===== config.mk =====
export PLATFORM = sky130hd
export DESIGN_NAME = fifo_rd_ctrl
export DESIGN_NICKNAME = d
export VERILOG_FILES = /design/src/rtl/fifo_rd_ctrl.sv
export SDC_FILE = /design/constraint.sdc
export NUM_CORES = 1
export LEC_CHECK = 0
export CORE_AREA = 10 10 104 106
export CTS_BUF_LIST = sky130_fd_sc_hd__clkbuf_2 sky130_fd_sc_hd__clkbuf_4 sky130_fd_sc_hd__clkbuf_8
export CTS_CLUSTER_DIAMETER = 120
export DETAILED_ROUTE_END_ITERATION = 8
export DIE_AREA = 0 0 114 116
export PLACE_DENSITY_LB_ADDON = 0.3
export SLEW_MARGIN = 20
export SYNTH_ARGS = -nofsm -noshare
export SYNTH_HDL_FRONTEND = slang
export SYNTH_SLANG_ARGS = --single-unit

===== constraint.sdc =====
create_clock -name rclk -period 3.24 [get_ports rclk]
set_clock_uncertainty 0.15 [all_clocks]
set_input_delay 0.81 -clock rclk [delete_from_list [all_inputs] [get_ports rclk]]
set_output_delay 0.81 -clock rclk [all_outputs]
set_load 0.02 [all_outputs]

===== src/rtl/fifo_rd_ctrl.sv =====
// Read-side controller for the PCS RX asynchronous 66-bit block FIFO.
// Synchronizes the write-domain Gray pointer, owns the read pointer and the
// empty flag, reports a conservative fill level and presents memory words
// through a registered valid/ready output stage.
module fifo_rd_ctrl #(
  parameter int unsigned DATASIZE = 66,
  parameter int unsigned ADDRSIZE = 3
) (
  input  logic                rclk,
  input  logic                rrst,
  input  logic [ADDRSIZE:0]   wptr,
  input  logic [DATASIZE-1:0] rdata_mem,
  output logic [ADDRSIZE-1:0] raddr,
  output logic [ADDRSIZE:0]   rptr,
  output logic                rempty,
  output logic [ADDRSIZE:0]   rlevel,
  output logic [DATASIZE-1:0] dout,
  output logic                dout_valid,
  input  logic                dout_ready
);

  // Pointer width: one extra MSB distinguishes full from empty.
  localparam int PW = ADDRSIZE + 1;

  // Convert a Gray-coded pointer to binary (prefix XOR from the MSB down).
  function automatic logic [PW-1:0] gray2bin(input logic [PW-1:0] g);
    logic [PW-1:0] b;
    b = g;
    for (int k = 1; k < PW; k++) begin
      b = b ^ (g >> k);
    end
    return b;
  endfunction

  // Synchronizer flops; nothing else may look at wptr.
  logic [PW-1:0]       r_rq1_wptr;
  logic [PW-1:0]       r_rq2_wptr;

  // Read pointer state.
  logic [PW-1:0]       r_rbin;
  logic [PW-1:0]       r_rptr;
  logic                r_rempty;
  logic [PW-1:0]       r_rlevel;

  // Output stage.
  logic [DATASIZE-1:0] r_dout;
  logic                r_dout_valid;

  // Combinational next-state terms.
  logic                w_pop;
  logic                w_accept;
  logic [PW-1:0]       w_rbinnext;
  logic [PW-1:0]       w_rgraynext;
  logic [PW-1:0]       w_wbin;
  logic [PW-1:0]       w_level_next;

  // Pop when memory holds data and the output register is free or draining.
  always_comb begin
    w_accept     = r_dout_valid & dout_ready;
    w_pop        = ~r_rempty & (~r_dout_valid | dout_ready);
    w_rbinnext   = r_rbin + PW'(w_pop);
    w_rgraynext  = (w_rbinnext >> 1) ^ w_rbinnext;
    // Level uses the synchronized (stale) write pointer so it never over-reports.
    w_wbin       = gray2bin(r_rq2_wptr);
    w_level_next = w_wbin - w_rbinnext;
  end

  // Two-flop synchronizer for the incoming Gray write pointer.
  always_ff @(posedge rclk or posedge rrst) begin
    if (rrst) begin
      r_rq1_wptr <= '0;
      r_rq2_wptr <= '0;
    end else begin
      r_rq1_wptr <= wptr;
      r_rq2_wptr <= r_rq1_wptr;
    end
  end

  // Read pointer (binary and Gray), empty flag and fill level.
  always_ff @(posedge rclk or posedge rrst) begin
    if (rrst) begin
      r_rbin   <= '0;
      r_rptr   <= '0;
      r_rempty <= 1'b1;
      r_rlevel <= '0;
    end else begin
      r_rbin   <= w_rbinnext;
      r_rptr   <= w_rgraynext;
      // Exact Gray equality including the MSB; a stale write pointer keeps it set.
      r_rempty <= (w_rgraynext == r_rq2_wptr);
      r_rlevel <= w_level_next;
    end
  end

  // Registered output stage; dout only changes on a pop, so it is frozen
  // while valid is held against a deasserted ready.
  always_ff @(posedge rclk or posedge rrst) begin
    if (rrst) begin
      r_dout       <= '0;
      r_dout_valid <= 1'b0;
    end else if (w_pop) begin
      r_dout       <= rdata_mem;
      r_dout_valid <= 1'b1;
    end else if (w_accept) begin
      r_dout_valid <= 1'b0;
    end
  end

  assign raddr      = r_rbin[ADDRSIZE-1:0];
  assign rptr       = r_rptr;
  assign rempty     = r_rempty;
  assign rlevel     = r_rlevel;
  assign dout       = r_dout;
  assign dout_valid = r_dout_valid;

endmodule

==> reports/metrics.cfg, run 1 <==
[outcome]
status = finished, final reports clean

[setup_path]
worstSetupPathType = in -> reg
r2r-start = r_rq2_wptr[2]
setup.worst_path.start = dout_ready
cp.buffers_inverters = 2
slowest_delay_ps = 480
crit_required_ps = 3360
cpMostUsedCell = ha_1
cp_cell_sequence = clkdlybuf4s50_1 -> inv_1 -> a21oi_4 -> ha_1 -> ha_1 -> xor2_1 -> ha_1 -> mux2i_1 -> xnor2_1
r2r_end = rlevel[2]
worstPathArrival_ps = 2770
setup.worst_path.end = rlevel[2]
cp_top_family = adder cells
cpMaxStageDelayCell = clkdlybuf4s50_1
critical_path_depth = 9
r2r_slack_ps = 960
cp-start-kind = input port
r2r_cells = 8
worstSetupEndpointType = register
crit_fanout = 3

[placement]
placedCellCount = 463
port_buffers = 151
place_congestion = 0.7765
placed_area_sq_um = 4994
dp_hpwl_mm = 6.562

[floorplan]
core-area_sq_um = 8678
rows = 34
die_w_um = 114
io_pins = 152
start_util_pct = 38.38
die_h_um = 116
dieArea_sq_um = 13220

[synth]
synth-seq-cells = 87
synth_top_area_share_pct = 64.61
synthMuxAreaShare_pct = 22.92
synth.most_common_cell = dfrtp_1
async_reset_ff_share_pct = 100.0
synth_top_family_by_area = multiplexers
yosysWarnings = 0
synth_fp_nets = 286
ys_types = 26
ys.flop_type = dfrtp_1
synth_area_per_cell_sq_um = 16.01
synth_compound_area_share_pct = 1.240
synth_seq_area_share_pct = 65.40
synth_top_area_cell = dfrtp_1
synth_common_cells = dfrtp_1 (86), mux2_2 (65), xor2_1 (9)
synth_edf_count = 0
ys_top_cells_by_area = dfrtp_1 (65%), mux2_2 (22%), xor2_1 (2.4%)
synth_cells = 208
syn_area_sq_um = 3331
synth-xor-area-share_pct = 4.696
synth_fa_ha_area_share_pct = 1.878
synth-simple-area-share_pct = 1.427

[final_layout]
drive_above_1_share_pct = 24.05
area_growth_pct = 56.95
design_area_sq_um = 5228
final_util_pct = 60.24
fill_cells = 692
antenna_cells = 0
final_cells = 478
multi_input_area_sq_um = 1082
nNetsFinal = 444
seq_area_sq_um = 2178

[clock_tree]
cts_hold_buf = 0
clockBufferDepth = 2
root_buffer = clkbuf_8
clock-sinks = 87
clock_latency_ps = 350
post_cts_buffers = 0
cts_tree = yes
clkSlewWorstSetupHoldPaths_ps = 80
cts.repair.resized = 0
cts.htree.levels = 3
cts_buffers = 9

[routing]
wl_per_cell_um = 17.64
wl_mm = 8.434
drt_iter0_markers = 58
num_vias = 2218
drc = 0
antenna_left = 0
viasPerCell = 4.640
firstDrtPassIters = 4

[sta]
fin_setup_tns_ps = 0
relSlewSlack_pct = 66.60
slew_violations = 0
rsz0062_at_grt = false
post-route-min-period_ps = 2645
min_period_over_period_pct = 81.63
max_freq_ghz = 0.3781
tightest_slew_ps = 500.4
finalSetupViolations = 0
finalHoldViolations = 0

[global_route]
grt_util_all_layers_pct = 12.54
grt_max_degree = 67
grt_pass1_vias = 2465
antenna_found_initial = 0
grt_pass1_wl_mm = 13.10
gr-total-overflow = 0

[power]
vdd_drop_max_mv = 0.2941
cellLeakagePower_uw = 0.002185
power_density_nw_per_um2 = 749.9

[worst_hold_path]
hold_path_class = reg -> reg

[flow_run]
cap_violations = 0

-- per-stage QoR --
step	setup WS, ps	hold slack [ps]	power (uW)
6_report	595.1	202.1	3920
5_1_grt	437.0	206.0	4143
4_1_cts	599.8	205.0	3989
3_5_place_dp	239.6	185.5	3091
3_3_place_gp	279.6	183.4	3050
2_1_floorplan	31.45	181.2	2359
-- cell families (layout without fill, tap and decap cells) --
family / after synthesis / in the layout
compound gates: 7 / 7
xor+xnor: 17 / 17
fa+ha+maj: 5 / 5
buf+inv: 15 / 177
flops: 87 / 87
mux: 68 / 68
simple gates: 9 / 9
-- final cells by class --
| class | count | area share, % |
|---|---|---|
| Clock buffer | 11 | 2.657 |
| Timing Repair Buffer | 156 | 30.11 |
| Multi-Input combinational cell | 106 | 20.70 |
| Clock inverter | 4 | 1.819 |
| Sequential cell | 87 | 41.67 |
| Inverter | 6 | 0.4548 |
| Tap cell | 108 | 2.585 |
-- per-layer routing --
| layer | routed length [um] | track usage [%] | vias up |
|---|---|---|---|
| met4 | 155 | 4.762 | 0 |
| met3 | 1074 | 7.700 | 12 |
| met1 | 3221 | 13.26 | 1079 |
| met2 | 3983 | 20.05 | 102 |
| met5 | 0 | 0 | - |
| li1 | - | - | 1025 |
-- report_power, final --
part / switching [uW] / leakage [uW] / total, uW / internal [uW]
registers: 136 / 0.00101 / 1470 / 1330
logic: 742 / 0.00105 / 1570 / 827
clock network: 359 / 0.000120 / 883 / 524
total: 1240 / 0.00219 / 3920 / 2680
-- sequential cells by signal, indices dropped and copies added, names as in the netlist --
register,flops
dout_valid,1
r_rq1_wptr,4
rptr,3
rlevel,4
r_rq2_wptr,4
r_rbin,4
dout,66
rempty,1
-- cell usage in the layout (no fill, tap or decap), types with 3 or more instances in the layout --
| cell type | count |
|---|---|
| bufinv_16 | 3 |
| xor2_1 | 9 |
| clkbuf_8 | 9 |
| inv_1 | 5 |
| ha_1 | 5 |
| buf_4 | 3 |
| mux2_2 | 65 |
| xnor2_1 | 7 |
| clkdlybuf4s50_1 | 151 |
| dfrtp_1 | 86 |
-- how the worst min path moves through the flow --
stage / start / to / slack (ps) / cells after the start
global route: r_rq1_wptr[1] / r_rq2_wptr[1] / 210 / 0
finish: r_rq1_wptr[1] / r_rq2_wptr[1] / 200 / 0
floorplan: r_rq1_wptr[0] / r_rq2_wptr[0] / 180 / 0
CTS: r_rq1_wptr[1] / r_rq2_wptr[1] / 210 / 0
detailed placement: r_rq1_wptr[1] / r_rq2_wptr[1] / 190 / 0
global placement: r_rq1_wptr[2] / r_rq2_wptr[2] / 180 / 0
No activity file was read; power rests on OpenSTA's default activity.
==> run 2: changes to the inputs <==
--- a/config.mk
+++ b/config.mk
@@ -5,11 +5,11 @@
 export SDC_FILE = /design/constraint.sdc
 export NUM_CORES = 1
 export LEC_CHECK = 0
-export CORE_AREA = 10 10 104 106
+export CORE_AREA = 10 10 100 102
 export CTS_BUF_LIST = sky130_fd_sc_hd__clkbuf_2 sky130_fd_sc_hd__clkbuf_4 sky130_fd_sc_hd__clkbuf_8
 export CTS_CLUSTER_DIAMETER = 120
 export DETAILED_ROUTE_END_ITERATION = 8
-export DIE_AREA = 0 0 114 116
+export DIE_AREA = 0 0 110 112
 export PLACE_DENSITY_LB_ADDON = 0.3
 export SLEW_MARGIN = 20
 export SYNTH_ARGS = -nofsm -noshare
==> constraint.sdc (replaced) <==
create_clock -name rclk -period 2.7 [get_ports rclk]
set_clock_uncertainty 0.15 [all_clocks]
set_input_delay 0.675 -clock rclk [delete_from_list [all_inputs] [get_ports rclk]]
set_output_delay 0.675 -clock rclk [all_outputs]
set_load 0.02 [all_outputs]
==> reports/metrics.cfg, run 2 (synthesized netlist as in run 1, its figures left out) <==
[setup_path]
cp_cell_sequence = clkdlybuf4s50_1 -> inv_1 -> a21oi_4 -> ha_1 -> ha_1 -> xor2_2 -> xor2_1 -> and3_1 -> o21ai_1 -> nor2_1  ; was clkdlybuf4s50_1 -> inv_1 -> a21oi_4 -> ha_1 -> ha_1 -> xor2_1 -> ha_1 -> mux2i_1 -> xnor2_1
cpMaxStageDelayCell = clkdlybuf4s50_1  ; unchanged
crit_fanout = 7  ; was 3
worstSetupEndpointType = register  ; unchanged
crit_required_ps = 2820  ; was 3360 ps
r2r_cells = 9  ; was 8
r2r_end = rempty  ; was rlevel[2]
slowest_delay_ps = 480  ; about the same
cpMostUsedCell = ha_1  ; unchanged
cp-start-kind = input port  ; unchanged
worstSetupPathType = in -> reg  ; unchanged
r2r_slack_ps = 550  ; was 960 ps
r2r-start = rempty  ; was r_rq2_wptr[2]
worstPathArrival_ps = 2620  ; was 2770 ps

[power]
sw_frac_of_total_pct = 33.00  ; was 31.54%
clockPowerShare_pct = 19.8  ; was 22.5%
cellLeakagePower_uw = 0.002190  ; was 0.002185 uW
vdd_drop_max_mv = 0.4345  ; was 0.2941 mV
intPower_uw = 3108  ; was 2684 uW
pwr-share-seq_pct = 37.9  ; was 37.4%
combPwrFrac_pct = 42.3  ; was 40.0%
p_switching_uw = 1531  ; was 1236 uW
power_density_nw_per_um2 = 884.8  ; was 749.9 nW/um^2

[clock_tree]
clockBufferDepth = 2  ; unchanged
cts_buffers = 9  ; unchanged
cts.repair.resized = 0  ; unchanged
clock-sinks = 87  ; unchanged
root_buffer = clkbuf_8  ; unchanged
clock_latency_ps = 340  ; was 350 ps
clkSlewWorstSetupHoldPaths_ps = 80  ; about the same
cts_tree = yes  ; unchanged
cts_hold_buf = 0  ; unchanged
post_cts_buffers = 0  ; unchanged
cts.htree.levels = 3  ; unchanged

[sta]
post-route-min-period_ps = 2505
min_period_over_period_pct = 92.79
holdWs_ps = 205.2  ; was 202.1 ps
max_freq_ghz = 0.3991
finalHoldViolations = 0  ; unchanged
timing.final.ws_setup_ps = 194.6  ; was 595.1 ps
tightest_slew_ps = 399.7  ; was 500.4 ps
slew_violations = 0  ; unchanged
relSlewSlack_pct = 73.36  ; was 66.60%
rsz0062_at_grt = false  ; unchanged
finalSetupViolations = 0  ; unchanged

[worst_hold_path]
holdPathEnd = r_rq2_wptr[3]  ; was r_rq2_wptr[1]
min_from = r_rq1_wptr[3]  ; was r_rq1_wptr[1]
hold_path_class = reg -> reg  ; unchanged
worstHoldPathCells = 0  ; unchanged

[placement]
placed_area_sq_um = 5037  ; was 4994 sq um
post-place-ws_ps = -143.7  ; was 239.6 ps
port_buffers = 151  ; unchanged
dp_hpwl_mm = 6.495  ; was 6.562 mm
place_congestion = 0.7839  ; was 0.7765

[final_layout]
fill_cells = 614  ; was 692
design_area_sq_um = 5243  ; was 5228 sq um
drive_above_1_share_pct = 25.46  ; was 24.05%
largest_reg_flops = 66  ; unchanged
layout_commonest_cell = clkdlybuf4s50_1  ; unchanged
final_util_pct = 65.11  ; was 60.24%
area_growth_pct = 57.40  ; was 56.95%
layout_common_cells = clkdlybuf4s50_1 (151), dfrtp_1 (86), mux2_2 (65), clkbuf_8 (10)  ; was clkdlybuf4s50_1 (151), dfrtp_1 (86), mux2_2 (65), xor2_1 (9), clkbuf_8 (9)
antenna_cells = 0  ; unchanged
nNetsFinal = 450  ; was 444

[routing]
drt_iter0_markers = 43  ; was 58
num_vias = 2226  ; was 2218
wl_mm = 8.359  ; was 8.434 mm
drc = 0  ; unchanged
antenna_left = 0  ; unchanged
firstDrtPassIters = 4  ; unchanged
wl_per_cell_um = 17.34  ; was 17.64 um
viasPerCell = 4.618  ; was 4.640

[floorplan]
rows = 33  ; was 34
io_pins = 152  ; unchanged
die_h_um = 112  ; was 116 um
dieArea_sq_um = 12320  ; was 13220 sq um
core-area_sq_um = 8051  ; was 8678 sq um
start_util_pct = 41.37  ; was 38.38%
die_w_um = 110  ; was 114 um

[flow_run]
cap_violations = 0  ; unchanged

[outcome]
status = finished, final reports clean  ; unchanged

[global_route]
grt_util_all_layers_pct = 13.39  ; was 12.54%
grt_max_degree = 79  ; was 67
antenna_found_initial = 0  ; unchanged
grt_pass1_vias = 2461  ; was 2465
gr-total-overflow = 0  ; unchanged
grt_pass1_wl_mm = 12.95  ; was 13.10 mm

[run 2: changes by cell type in the layout (fill, tap and decap cells not counted)]
cell / delta
buf_4: +6
clkinv_2: -1
bufinv_16: -2
inv_6: +2
clkbuf_8: +1
clkbuf_4: -2
clkinvlp_4: +3
[run 2: power by group through the flow]
stage | clock network [uW] | logic (uW) | registers [uW]
finish | 920 | 1960 | 1760
global route | 997 | 2110 | 1800
CTS | 948 | 2000 | 1760
detailed placement | 0 | 1990 | 1790
global placement | 0 | 1960 | 1780
floorplan | 0 | 715 | 2120
[run 2: per-stage QoR]
step           power (uW)  instances  setup TNS (ps)
3_3_place_gp         3738        466          -181.8
6_report             4638        482               0
5_1_grt              4905        482               0
4_1_cts              4710        482               0
2_1_floorplan        2832        208               0
3_5_place_dp         3782        466          -354.8
[run 2: metal layers]
| layer | wire [um] | global-route usage (%) | vias to the layer above |
|---|---|---|---|
| li1 | - | - | 1041 |
| met1 | 3295 | 15.35 | 1076 |
| met2 | 3948 | 21.43 | 102 |
| met3 | 1014 | 5.940 | 7 |
| met4 | 101 | 4.948 | 0 |
| met5 | 0 | 0 | - |
[run 2: layout make-up]
cell class	count	area (sq um)	share of cell area, %
Inverter	6	26.28	0.5012
Clock buffer	10	137.6	2.625
Clock inverter	6	67.56	1.289
Timing Repair Buffer	162	1619	30.88
Sequential cell	87	2178	41.55
Multi-Input combinational cell	106	1082	20.64
Tap cell	105	131.4	2.506
[run 2: how the worst max path moves through the flow]
stage / from / to / slack (ps) / cells after the start
final: dout_ready / rempty / 190 / 10
after global routing: dout_ready / rlevel[3] / 60 / 10
after detailed placement: dout_ready / rempty / -140 / 10
after CTS: dout_ready / rempty / 190 / 10
after global placement: dout_ready / rlevel[3] / -90 / 10
after floorplan: dout_ready / rlevel[2] / 8 / 11
[run 2: critical path, delay by kind of cell]
family                     cells  cell delay (ps)
buffers and inverters          2              550
xor gates and xnor gates       2              520
adders and majority gates      2              370
and+or+nand+nor                2              280
AOI/OAI and AO/OA              2              240
